**src/rtl/safe_pkg.sv**
```systemverilog
// Shared definitions for the safe's answer-checking stage: key codes,
// checker FSM states and the answer width.
package safe_pkg;

  localparam int ANS_W = 16;

  localparam logic [3:0] KEY_CLEAR  = 4'hA;
  localparam logic [3:0] KEY_ENTER  = 4'hB;
  localparam logic [3:0] KEY_RELOCK = 4'hC;

  typedef enum logic [2:0] {
    ST_IDLE    = 3'd0,
    ST_ENTRY   = 3'd1,
    ST_CHECK   = 3'd2,
    ST_OPEN    = 3'd3,
    ST_LOCKOUT = 3'd4
  } state_e;

  function automatic logic is_digit(input logic [3:0] key);
    return (key <= 4'd9);
  endfunction

endpackage

```
**src/rtl/bcd_accum.sv**
```systemverilog
// Decimal keypad accumulator: value = value*10 + digit, bounded to MAX_DIGITS
// digits; clear has priority over a digit in the same cycle.
module bcd_accum
  import safe_pkg::*;
#(
  parameter int MAX_DIGITS = 4
) (
  input  logic             clk,
  input  logic             rst_n,
  input  logic             i_clr,
  input  logic             i_dig_en,
  input  logic [3:0]       i_digit,
  output logic [ANS_W-1:0] o_val,
  output logic [2:0]       o_cnt
);

  localparam logic [2:0] MAX_CNT = 3'(MAX_DIGITS);

  logic [ANS_W-1:0] r_val;
  logic [2:0]       r_cnt;

  // Accumulate accepted digits; digits beyond the limit are dropped.
  always_ff @(posedge clk or negedge rst_n) begin
    if (!rst_n) begin
      r_val <= '0;
      r_cnt <= 3'd0;
    end else if (i_clr) begin
      r_val <= '0;
      r_cnt <= 3'd0;
    end else if (i_dig_en && (r_cnt < MAX_CNT)) begin
      r_val <= r_val * 16'd10 + {12'd0, i_digit};
      r_cnt <= r_cnt + 3'd1;
    end else begin
      r_val <= r_val;
      r_cnt <= r_cnt;
    end
  end

  assign o_val = r_val;
  assign o_cnt = r_cnt;

endmodule

```
**config.mk**
```make
export PLATFORM = sky130hd
export DESIGN_NAME = bcd_accum
export DESIGN_NICKNAME = d
export VERILOG_FILES = /design/src/rtl/safe_pkg.sv /design/src/rtl/bcd_accum.sv
export SDC_FILE = /design/constraint.sdc
export NUM_CORES = 1
export LEC_CHECK = 0
export ABC_CLOCK_PERIOD_IN_PS = 4650
export CORE_MARGIN = 10
export CORE_UTILIZATION = 56
export CTS_BUF_LIST = sky130_fd_sc_hd__clkbuf_4 sky130_fd_sc_hd__clkbuf_8
export DETAILED_ROUTE_END_ITERATION = 16
export PLACE_DENSITY = 0.83
export SLEW_MARGIN = 20
export SYNTH_ARGS = -nofsm -noshare
export SYNTH_HDL_FRONTEND = slang
export SYNTH_SLANG_ARGS = --single-unit
export TNS_END_PERCENT = 5
```
**constraint.sdc**
```tcl
create_clock -name clk -period 4.65 [get_ports clk]
set_clock_uncertainty 0.15 [all_clocks]
set_input_delay 0.465 -clock clk [delete_from_list [all_inputs] [get_ports clk]]
set_output_delay 0.465 -clock clk [all_outputs]
set_load 0.01 [all_outputs]
```
# Word-level counts from Yosys, hierarchy flattened
# Index checks and enable logic that the tools add are counted.
# classes
add_sub_neg	2
multipliers	1
magnitude_cmp	1
mux	4
n_reduce_logical	2
# op_table
operator	count
16-bit 2-to-1 mux	2
16-bit by 4-bit adder with 16-bit output	1
16-bit by 3-bit multiplier with 15-bit output, second input constant	1
3-bit 2-to-1 mux	2
3-bit by 1-bit adder with 3-bit output, second input constant	1
3-bit < comparator, second input constant	1
2-bit nonzero test	1
1-bit logical AND	1
# word_totals
ff_bits	19
input_bits	8
out_inout_bits	19
elab_cells	12

# Longest topological paths before layout
# logic_depth
word_depth	4
ltp_mapped	10
mapped_depth_nobuf	10

# Worst setup path after synthesis
# OpenSTA, ideal clock, no wires.
# synth_timing
path_type	flip-flop to flip-flop
startpoint	register r_val[1], in the netlist o_val[1]
endpoint	register r_val[15], in the netlist o_val[15]
setup_time_ns	0.126
t_arrival_ns	2.989
required_ns	4.374
setup_slack_ns	1.385
path_stages_with_launch	11
n_path_buf	0
synth_period_minus_slack_ns	3.265
path_cell_list	dfrtp_1 -> ha_1 -> ha_1 -> fa_1 -> a21o_1 -> a221oi_2 -> xnor2_1 -> nand2_1 -> nor4_4 -> a211oi_1 -> a311o_1
# synth_via
elab_chain_len	4
# synth_lines
item	line_no	source
from (decl)	bcd_accum.sv:19	logic [ANS_W-1:0] r_val;
from (signal assigned)	bcd_accum.sv:31	r_val <= r_val * 16'd10 + {12'd0, i_digit};
from (signal assigned)	bcd_accum.sv:34	r_val <= r_val;
16-bit by 3-bit multiplier with 15-bit output	bcd_accum.sv:31	
16-bit by 4-bit adder with 16-bit output	bcd_accum.sv:31	
16-bit 2-to-1 mux	bcd_accum.sv:30	end else if (i_dig_en && (r_cnt < MAX_CNT)) begin
16-bit 2-to-1 mux	bcd_accum.sv:27	end else if (i_clr) begin
# Every way passes these cells. The select of a mux whose other input is x is not followed.
# A chain may end at the register's enable or synchronous reset.

# Worst setup path after layout
# Same ends and word-level chain as after synthesis.

==> out/metrics.yaml <==
cts_max_path_buffers: 2
netlist_area_um2: 1770
crit_fanout: 5
synth_edf_count: 0
fp-row-count: 20
setup_tns_ns: 0
die_w_um: 76.3
wl_per_cell_um: 17.0
antenna_found_initial: 0
slew_headroom_pct: 40.6
maxCapViolations: 0
syn-num-nets: 210
die_area_um2: 5820
root_buffer: "clkbuf_4"
rsz0062_at_grt: "no"
powerDensity_nw_per_um2: 266
grt_max_degree: 20
crit_type: "flip-flop to flip-flop"
syn_avg_cell_area_um2: 10.2
hp-start: "o_val[13]$_DFFE_PN0P_"
grt_pass1_wl_um: 7250
setup_violations: 0
nNetsFinal: 238
cts_resized: 0
reg2reg_from: "o_val[1]$_DFFE_PN0P_"
clk_latency_ns: 0.31
grt_usage_pct: 14.5
layout_common_cells: "27 x ha_1, 26 x clkdlybuf4s50_1, 19 x dfrtp_1"
insertedDiodeCount: 0
drtAntennaViolNets: 0
run_status: "completed"
syn_inst: 173
first_pass_iters: 4
design.core.area_um2: 3050
cts_sinks: 19
cts_made_buffers: 3
dp_hpwl_um: 3340
hp-class: "flip-flop to flip-flop"
start_util_pct: 58.1
io_buffers: 26
grt_pass1_vias: 1516
area_growth_pct: 18.4
crit_start: "o_val[1]$_DFFE_PN0P_"
drt_iter0_markers: 140
htreeDepth: 1
layout-drive-gt1-share_pct: 9.50
post_cts_buffers: 0
worst_ep_required_time_ns: 4.72
vdd_drop_max_uv: 177
place.gp.congestion: 0.881
via_count: 1435
setup_slack_ns: 1.19
synthArstFlopShare_pct: 100
worstMarginPinSlew_ns: 0.888
hold_ws_ns: 0.406
place_ws_ns: 1.22
fmax_ghz: 0.289
hold_viol: 0
startpoint_type: "flip-flop"
drt_wl_total_um: 4140
cts_tree: "yes"
cts.hold.buffers_added: 0
synth_ff_type: "dfrtp_1"
timing.final.crit_share_pct: 74.4
synth-seq-area-share_pct: 26.8
ys_types: 47
drc: 0
maxSlewViolCount: 0
min_period_ns: 3.46
grt-ovfl-total: 0
ys_warn_count: 0
die_y_um: 76.3
p_leak_nw: 0.985
final_common_cell: "ha_1"
cp-end-kind: "flip-flop"
via_per_inst: 5.88
worstPathArrival_ns: 3.52
synth_seq_cells: 19
clkTransAtPathRegs_ns: 0.12
ios: 27
[cells in the mapped netlist (3+ instances only)]
library cell	number	share of area (%)
nand2_1	14	3.0
xnor2_1	11	5.4
nor2b_1	4	1.4
a22o_1	7	3.5
inv_1	3	0.64
a21o_1	7	3.0
ha_1	27	19
nor2_1	13	2.8
a21oi_1	6	1.7
xor2_1	9	4.4
o21ai_0	9	2.5
nand4_1	3	1.1
dfrtp_1	19	27
[cell type report]
| type | count | area [um2] |
|---|---|---|
| Sequential cell | 19 | 475 |
| Inverter | 3 | 11.3 |
| Clock buffer | 3 | 22.5 |
| Fill cell | 252 | 953 |
| Tap cell | 44 | 55.1 |
| Multi-Input combinational cell | 148 | 1270 |
| Timing Repair Buffer | 26 | 260 |
| Clock inverter | 1 | 5.00 |
[layer usage]
| layer | GRT usage [%] | routed length (um) |
|---|---|---|
| met5 | 0 | 0 |
| met4 | 5.58 | 66 |
| met3 | 2.24 | 194 |
| met2 | 25.4 | 2120 |
| met1 | 17.3 | 1760 |
[worst max-delay path: stages, from the launching register on]
cell	delay (ns)
dfrtp_1	0.47
ha_1	0.33
ha_1	0.27
fa_1	0.43
a21o_1	0.22
a221oi_2	0.34
xnor2_1	0.20
nand2_1	0.19
nor4_4	0.32
a211oi_1	0.12
a311o_1	0.32
[metrics by stage]
stage | cells | area, um2 | power [mW] | util (%)
after floorplan | 173 | 1770 | 0.386 | -
after global placement | 240 | 2070 | 0.457 | 67.8
after detailed placement | 240 | 2070 | 0.468 | 67.8
after CTS | 244 | 2100 | 0.560 | 68.7
after global routing | 244 | 2100 | 0.597 | 68.8
final | 244 | 2100 | 0.558 | 68.8
[worst paths after layout]
kind,to,slack (ns),cells past startpoint
min in group asynchronous,o_val[12]$_DFFE_PN0P_,0.48,1
hold reg to reg,o_val[13]$_DFFE_PN0P_,0.41,1
max in group asynchronous,o_val[5]$_DFFE_PN0P_,3.32,1
setup reg to reg,o_val[15]$_DFFE_PN0P_,1.19,10
hold / removal,o_val[13]$_DFFE_PN0P_,0.41,1
setup / recovery,o_val[15]$_DFFE_PN0P_,1.19,10
[state kept, by name (all words and copies together), names as in the netlist]
signal  cells
o_cnt       3
o_val      16
[where the power goes]
part	total (mW)	switching [mW]	leakage [nW]	internal [mW]
combinational	0.264	0.148	0.708	0.115
clock	0.0932	0.0610	0.0177	0.0322
sequential	0.201	0.0198	0.259	0.181
[kinds of logic after synthesis]
family                     synth area share [%]
AOI/OAI and AO/OA                          22.7
xor gates and xnor gates                   10.8
adders and majority gates                  21.3
buffers and inverters                      1.69
DFF                                        26.8
and+or+nand+nor                            16.7
Power figures use the tool's default switching activity.
